File: config.mk
export PLATFORM = sky130hd
export DESIGN_NAME = sync_fifo_prog
export DESIGN_NICKNAME = d
export VERILOG_FILES = /design/src/rtl/sync_fifo_prog.sv
export SDC_FILE = /design/constraint.sdc
export NUM_CORES = 1
export LEC_CHECK = 0
export BUFFER_PORTS_ARGS = -buffer_cell sky130_fd_sc_hd__buf_2
export CORE_MARGIN = 3
export CORE_UTILIZATION = 50
export CTS_CLUSTER_DIAMETER = 30
export DETAILED_ROUTE_END_ITERATION = 10
export PLACE_DENSITY_LB_ADDON = 0.05
export SLEW_MARGIN = 30
export SYNTH_ARGS = -nofsm -noshare
export SYNTH_HDL_FRONTEND = slang
export SYNTH_SLANG_ARGS = --single-unit
File: constraint.sdc
create_clock -name clk -period 6.3 [get_ports clk]
set_input_delay 1.26 -clock clk [delete_from_list [all_inputs] [get_ports clk]]
set_output_delay 1.26 -clock clk [all_outputs]
set_load 0.005 [all_outputs]
File: src/rtl/sync_fifo_prog.sv
// sync_fifo_prog
//   Single-clock FIFO with arbitrary depth, runtime-programmable
//   almost-full/almost-empty thresholds, fill level, synchronous flush,
//   sticky error flags and a selectable first-word-fall-through read port.
//
// Ports
//   clk, rst_n          clock (rising edge), async active-low reset
//   flush               synchronous clear of pointers, count and flags
//   wr_en, data_in      write request and data
//   rd_en               read request (FWFT: acknowledge/pop of head word)
//   af_level, ae_level  almost-full / almost-empty thresholds
//   data_out, rd_valid  read data and its qualifier
//   wr_ack              write accepted (one-cycle pulse)
//   overflow            write rejected while full (one-cycle pulse)
//   underflow           read rejected while empty (one-cycle pulse)
//   ovf_sticky          latched overflow, cleared by reset/flush
//   udf_sticky          latched underflow, cleared by reset/flush
//   full, empty         status decoded from the stored count
//   almostfull          count >= af_level
//   almostempty         count <= ae_level
//   level               current count
module sync_fifo_prog #(
  parameter int  FIFO_WIDTH = 16,
  parameter int  FIFO_DEPTH = 8,
  parameter int  FWFT       = 0,
  localparam int LW         = $clog2(FIFO_DEPTH + 1)
) (
  input  logic                  clk,
  input  logic                  rst_n,
  input  logic                  flush,
  input  logic                  wr_en,
  input  logic [FIFO_WIDTH-1:0] data_in,
  input  logic                  rd_en,
  input  logic [LW-1:0]         af_level,
  input  logic [LW-1:0]         ae_level,
  output logic [FIFO_WIDTH-1:0] data_out,
  output logic                  rd_valid,
  output logic                  wr_ack,
  output logic                  overflow,
  output logic                  underflow,
  output logic                  ovf_sticky,
  output logic                  udf_sticky,
  output logic                  full,
  output logic                  empty,
  output logic                  almostfull,
  output logic                  almostempty,
  output logic [LW-1:0]         level
);

  localparam int            PW      = $clog2(FIFO_DEPTH);
  localparam logic [PW-1:0] LAST    = PW'(FIFO_DEPTH - 1);
  localparam logic [LW-1:0] DEPTH_C = LW'(FIFO_DEPTH);

  logic [FIFO_WIDTH-1:0] mem [FIFO_DEPTH];
  logic [PW-1:0]         wr_ptr;
  logic [PW-1:0]         rd_ptr;
  logic [LW-1:0]         count;
  logic                  wr_ok;
  logic                  rd_ok;

  assign full        = (count == DEPTH_C);
  assign empty       = (count == '0);
  assign almostfull  = (count >= af_level);
  assign almostempty = (count <= ae_level);
  assign level       = count;

  assign wr_ok = wr_en & ~full;
  assign rd_ok = rd_en & ~empty;

  always_ff @(posedge clk or negedge rst_n) begin
    if (!rst_n) begin
      wr_ptr     <= '0;
      rd_ptr     <= '0;
      count      <= '0;
      wr_ack     <= 1'b0;
      overflow   <= 1'b0;
      underflow  <= 1'b0;
      ovf_sticky <= 1'b0;
      udf_sticky <= 1'b0;
    end else if (flush) begin
      wr_ptr     <= '0;
      rd_ptr     <= '0;
      count      <= '0;
      wr_ack     <= 1'b0;
      overflow   <= 1'b0;
      underflow  <= 1'b0;
      ovf_sticky <= 1'b0;
      udf_sticky <= 1'b0;
    end else begin
      // Explicit wrap so non-power-of-two depths work.
      if (wr_ok) wr_ptr <= (wr_ptr == LAST) ? '0 : wr_ptr + 1'b1;
      if (rd_ok) rd_ptr <= (rd_ptr == LAST) ? '0 : rd_ptr + 1'b1;
      case ({wr_ok, rd_ok})
        2'b10:   count <= count + 1'b1;
        2'b01:   count <= count - 1'b1;
        default: count <= count;
      endcase
      wr_ack    <= wr_ok;
      overflow  <= wr_en & full;
      underflow <= rd_en & empty;
      if (wr_en & full)  ovf_sticky <= 1'b1;
      if (rd_en & empty) udf_sticky <= 1'b1;
    end
  end

  // Storage is never cleared; reset/flush discard contents via the pointers.
  always_ff @(posedge clk) begin
    if (wr_ok && !flush) mem[wr_ptr] <= data_in;
  end

  if (FWFT != 0) begin : g_fwft
    // Head word is presented directly; forced to zero while empty so the
    // port is defined out of reset rather than showing stale storage.
    assign data_out = empty ? '0 : mem[rd_ptr];
    assign rd_valid = ~empty;
  end else begin : g_std
    logic [FIFO_WIDTH-1:0] dout_q;
    logic                  vld_q;

    always_ff @(posedge clk or negedge rst_n) begin
      if (!rst_n) begin
        dout_q <= '0;
        vld_q  <= 1'b0;
      end else if (flush) begin
        vld_q  <= 1'b0;
      end else begin
        vld_q <= rd_ok;
        if (rd_ok) dout_q <= mem[rd_ptr];
      end
    end

    assign data_out = dout_q;
    assign rd_valid = vld_q;
  end

endmodule

==> flow_summary_export.csv <==
group,metric,value,unit
global_route,grtUsageMet3,4.77,%
clocking,cts_buffers,17,
final_layout,drive_above_1_share,31.0,%
drt,vias_per_cell,5.45,
clocking,clk_latency,0.42,ns
logic_synthesis,synth-adder-area-share,2.69,%
final_layout,final_cell_mix,"edfxtp_1, buf_2, mux4_2, dfrtp_1, nor2_1",
place,dpl_cell_area,6990,sq um
logic_synthesis,yosysUniqueCellTypes,42,
clocking,cts.sinks,160,
drt,finalWirelength,12100,um
final_layout,nNetsFinal,482,
status,status,"finished, final reports clean",
logic_synthesis,yosysWarnings,0,
timing,maxSlewHeadroom,40.2,%
die,core,12700,sq um
die,io_pins,59,
logic_synthesis,syn_avg_cell_area,17.6,sq um
drt,postRouteAntennaNets,0,
clocking,clk_path_buf_depth,2,
final_layout,multi_input_comb_area,1710,sq um
logic_synthesis,synth-compound-area-share,4.55,%
critical_path,required,5.04,ns
drt,drc,0,
clocking,post_cts_buffers,0,
die,dieArea,14500,sq um
global_route,met1_usage,25.5,%
final_layout,final_common_cell,"edfxtp_1",
critical_path,cp.arrival,2.38,ns
place,io_buffers,58,
timing,worst_pin_slew,0.897,ns
global_route,gr-total-overflow,0,
clocking,post_cts_resized,0,
place,gp_congestion,0.789,
logic_synthesis,synth_seq_cells,160,
timing,finalMaxSlewViolations,0,
logic_synthesis,syn_inst,371,
global_route,grt_pass1_wl,19300,um
die,row_count,41,
final_layout,syn_to_final_growth,16.7,%
global_route,grt_busiest_layer,"met2",
clocking,cts_root_buf,"clkbuf_16",
pwr,finalPower,2.95,mW
timing,max_freq,0.275,GHz
timing,skew,0.0142,ns
die,die_w,120,um
drt,drtIter0Drc,216,
critical_path,r2r_slack,3.57,ns
clocking,clk_pin_slew_worst_paths,0.06,ns
clocking,htreeDepth,4,
logic_synthesis,synth_top_family_by_area,"multiplexers",
clocking,ctsHoldBuffers,0,
drt,firstDrtPassIters,4,
clocking,cts_tree,"yes",
logic_synthesis,synth.net_count,414,
worst_hold_path,hp-class,"reg2reg",
timing,finalCritPeriodShare,57.8,%
timing,period_minus_slack,3.64,ns
final_layout,nFillCells,973,
critical_path,max_stage_delay,0.30,ns
critical_path,crit_slowest_cell,"ha_1",
timing,whs,0.491,ns
timing,tns,0,ns
logic_synthesis,seq_area_frac_synth,71.2,%
critical_path,cp-end-kind,"primary output",
global_route,grt_start_max_net_pins,35,
logic_synthesis,syn_area,6520,sq um
die,fp.dieH,120,um
final_layout,antenna_cells,0,
place,hpwl,7070,um
drt,via_count,3398,
critical_path,cp-start-kind,"primary input",
run,max_cap_viol_count,0,
logic_synthesis,muxShareOfSynthArea,13.8,%
global_route,antenna_found_initial,0,
critical_path,crit_path_cell_trace,"buf_2 -> inv_1 -> ha_1 -> nor2b_1 -> o21a_1 -> o21a_1 -> o21ai_0 -> buf_2",
global_route,grt_pass1_vias,3515,
global_route,grtUsageTotal,18.1,%
pwr,p_per_area,388,nW/um^2
critical_path,critPathMaxFanout,2,
timing,setup_violations,0,
pwr,ir_drop,0.227,mV
place,dp_slack,2.65,ns
die,initial_core_util,51.5,%
logic_synthesis,yosys.area_share.simple,4.62,%
timing,finalHoldViolations,0,
drt,wl_per_cell,19.4,um
pwr,p_leak,2.75,nW
timing,rsz0062_at_grt,"no",
logic_synthesis,synth_xor_area_share,0.269,%
critical_path,worstSetupPathType,"in2out",
final_layout,ff_latch_area,4650,sq um
global_route,grt.met2_usage,28.2,%
final_layout,fin_area,7610,sq um
timing,fin_ws,2.66,ns
==> through the flow <==
| stage | std cells | util (%) |
|---|---|---|
| floorplan | 371 | - |
| global placement | 590 | 55.1 |
| detailed placement | 590 | 55.1 |
| CTS | 622 | 59.9 |
| global route | 624 | 60.1 |
| finish | 624 | 60.1 |
==> synth_stat cells, drive strengths merged <==
master  number  share of area, %
xor2         1              0.13
or4          1              0.17
mux4        32                11
nor2        30               1.8
clkbuf       4              0.23
or3          3              0.29
o31a         1              0.15
a21o         3              0.35
o41a         1              0.17
nand4b       1              0.13
a21boi       1              0.12
dfrtp       32                12
nor2b        2              0.19
o21a         2              0.23
o211ai       1              0.12
or4b         1              0.15
mux2i       18               2.8
a31oi        2              0.19
nand2       11              0.63
o311ai       1              0.13
a21oi       27               2.2
a211oi       1              0.12
buf         16               1.8
nand4        1             0.096
nor3         3              0.23
or2          1             0.096
inv         12              0.69
clkinv       1              0.13
ha          14               2.7
edfxtp     128                59
nand3        5              0.38
o21ai        7              0.59
nand2b       5              0.48
o41ai        1              0.13
xnor2        1              0.13
==> sequential cells by signal, summed over array words and instances, names as in the netlist <==
name        flops
mem           128
data_out       16
level           4
rd_ptr          3
wr_ptr          3
overflow        1
ovf_sticky      1
rd_valid        1
udf_sticky      1
underflow       1
wr_ack          1
==> report_power, final <==
| part | switching (mW) | internal, mW |
|---|---|---|
| clock network | 0.382 | 0.659 |
| registers | 0.0978 | 1.24 |
| logic | 0.281 | 0.296 |
| total | 0.761 | 2.19 |
==> layout make-up <==
class / count / share of cell area (%)
flip-flops and latches: 160 / 61.0
multi-input cells: 178 / 22.5
clock buffers: 20 / 5.73
repair buffers: 69 / 5.00
well taps: 172 / 2.83
clock inverters: 12 / 2.20
inverters: 13 / 0.707
==> critical path: cells and delay by family <==
| kind | cells | cell delay, ns |
|---|---|---|
| AO/OA/AOI/OAI | 3 | 0.45 |
| adder cells (fa/ha/maj) | 1 | 0.30 |
| AND/OR/NAND/NOR | 1 | 0.13 |
| buffers and inverters | 3 | 0.24 |
==> cell families (layout without fill, tap and decap cells) <==
group | count (synthesis) | after routing
buffers and inverters | 33 | 114
AOI/OAI and AO/OA | 48 | 48
and+or+nand+nor | 64 | 64
DFF | 160 | 160
xor gates and xnor gates | 2 | 2
adders and majority gates | 14 | 14
muxes | 50 | 50
==> final timing paths <==
check | startpoint | to | depth (start not counted)
max | ae_level[1] | almostempty | 8
min | udf_sticky$_DFFE_PN0P_ | udf_sticky$_DFFE_PN0P_ | 2
max reg2reg | level[1]$_DFFE_PN0P_ | level[3]$_DFFE_PN0P_ | 8
min reg2reg | udf_sticky$_DFFE_PN0P_ | udf_sticky$_DFFE_PN0P_ | 2
max in group asynchronous | rst_n | rd_ptr[1]$_DFFE_PN0P_ | 1
min in group asynchronous | rst_n | level[3]$_DFFE_PN0P_ | 1
==> layer usage <==
layer | vias up | routed length, um
li1 | 1573 | -
met3 | 16 | 542
met4 | 0 | 170
met2 | 65 | 5830
met5 | - | 0
met1 | 1744 | 5540
Note: power is estimated with default switching activity, not from simulation.
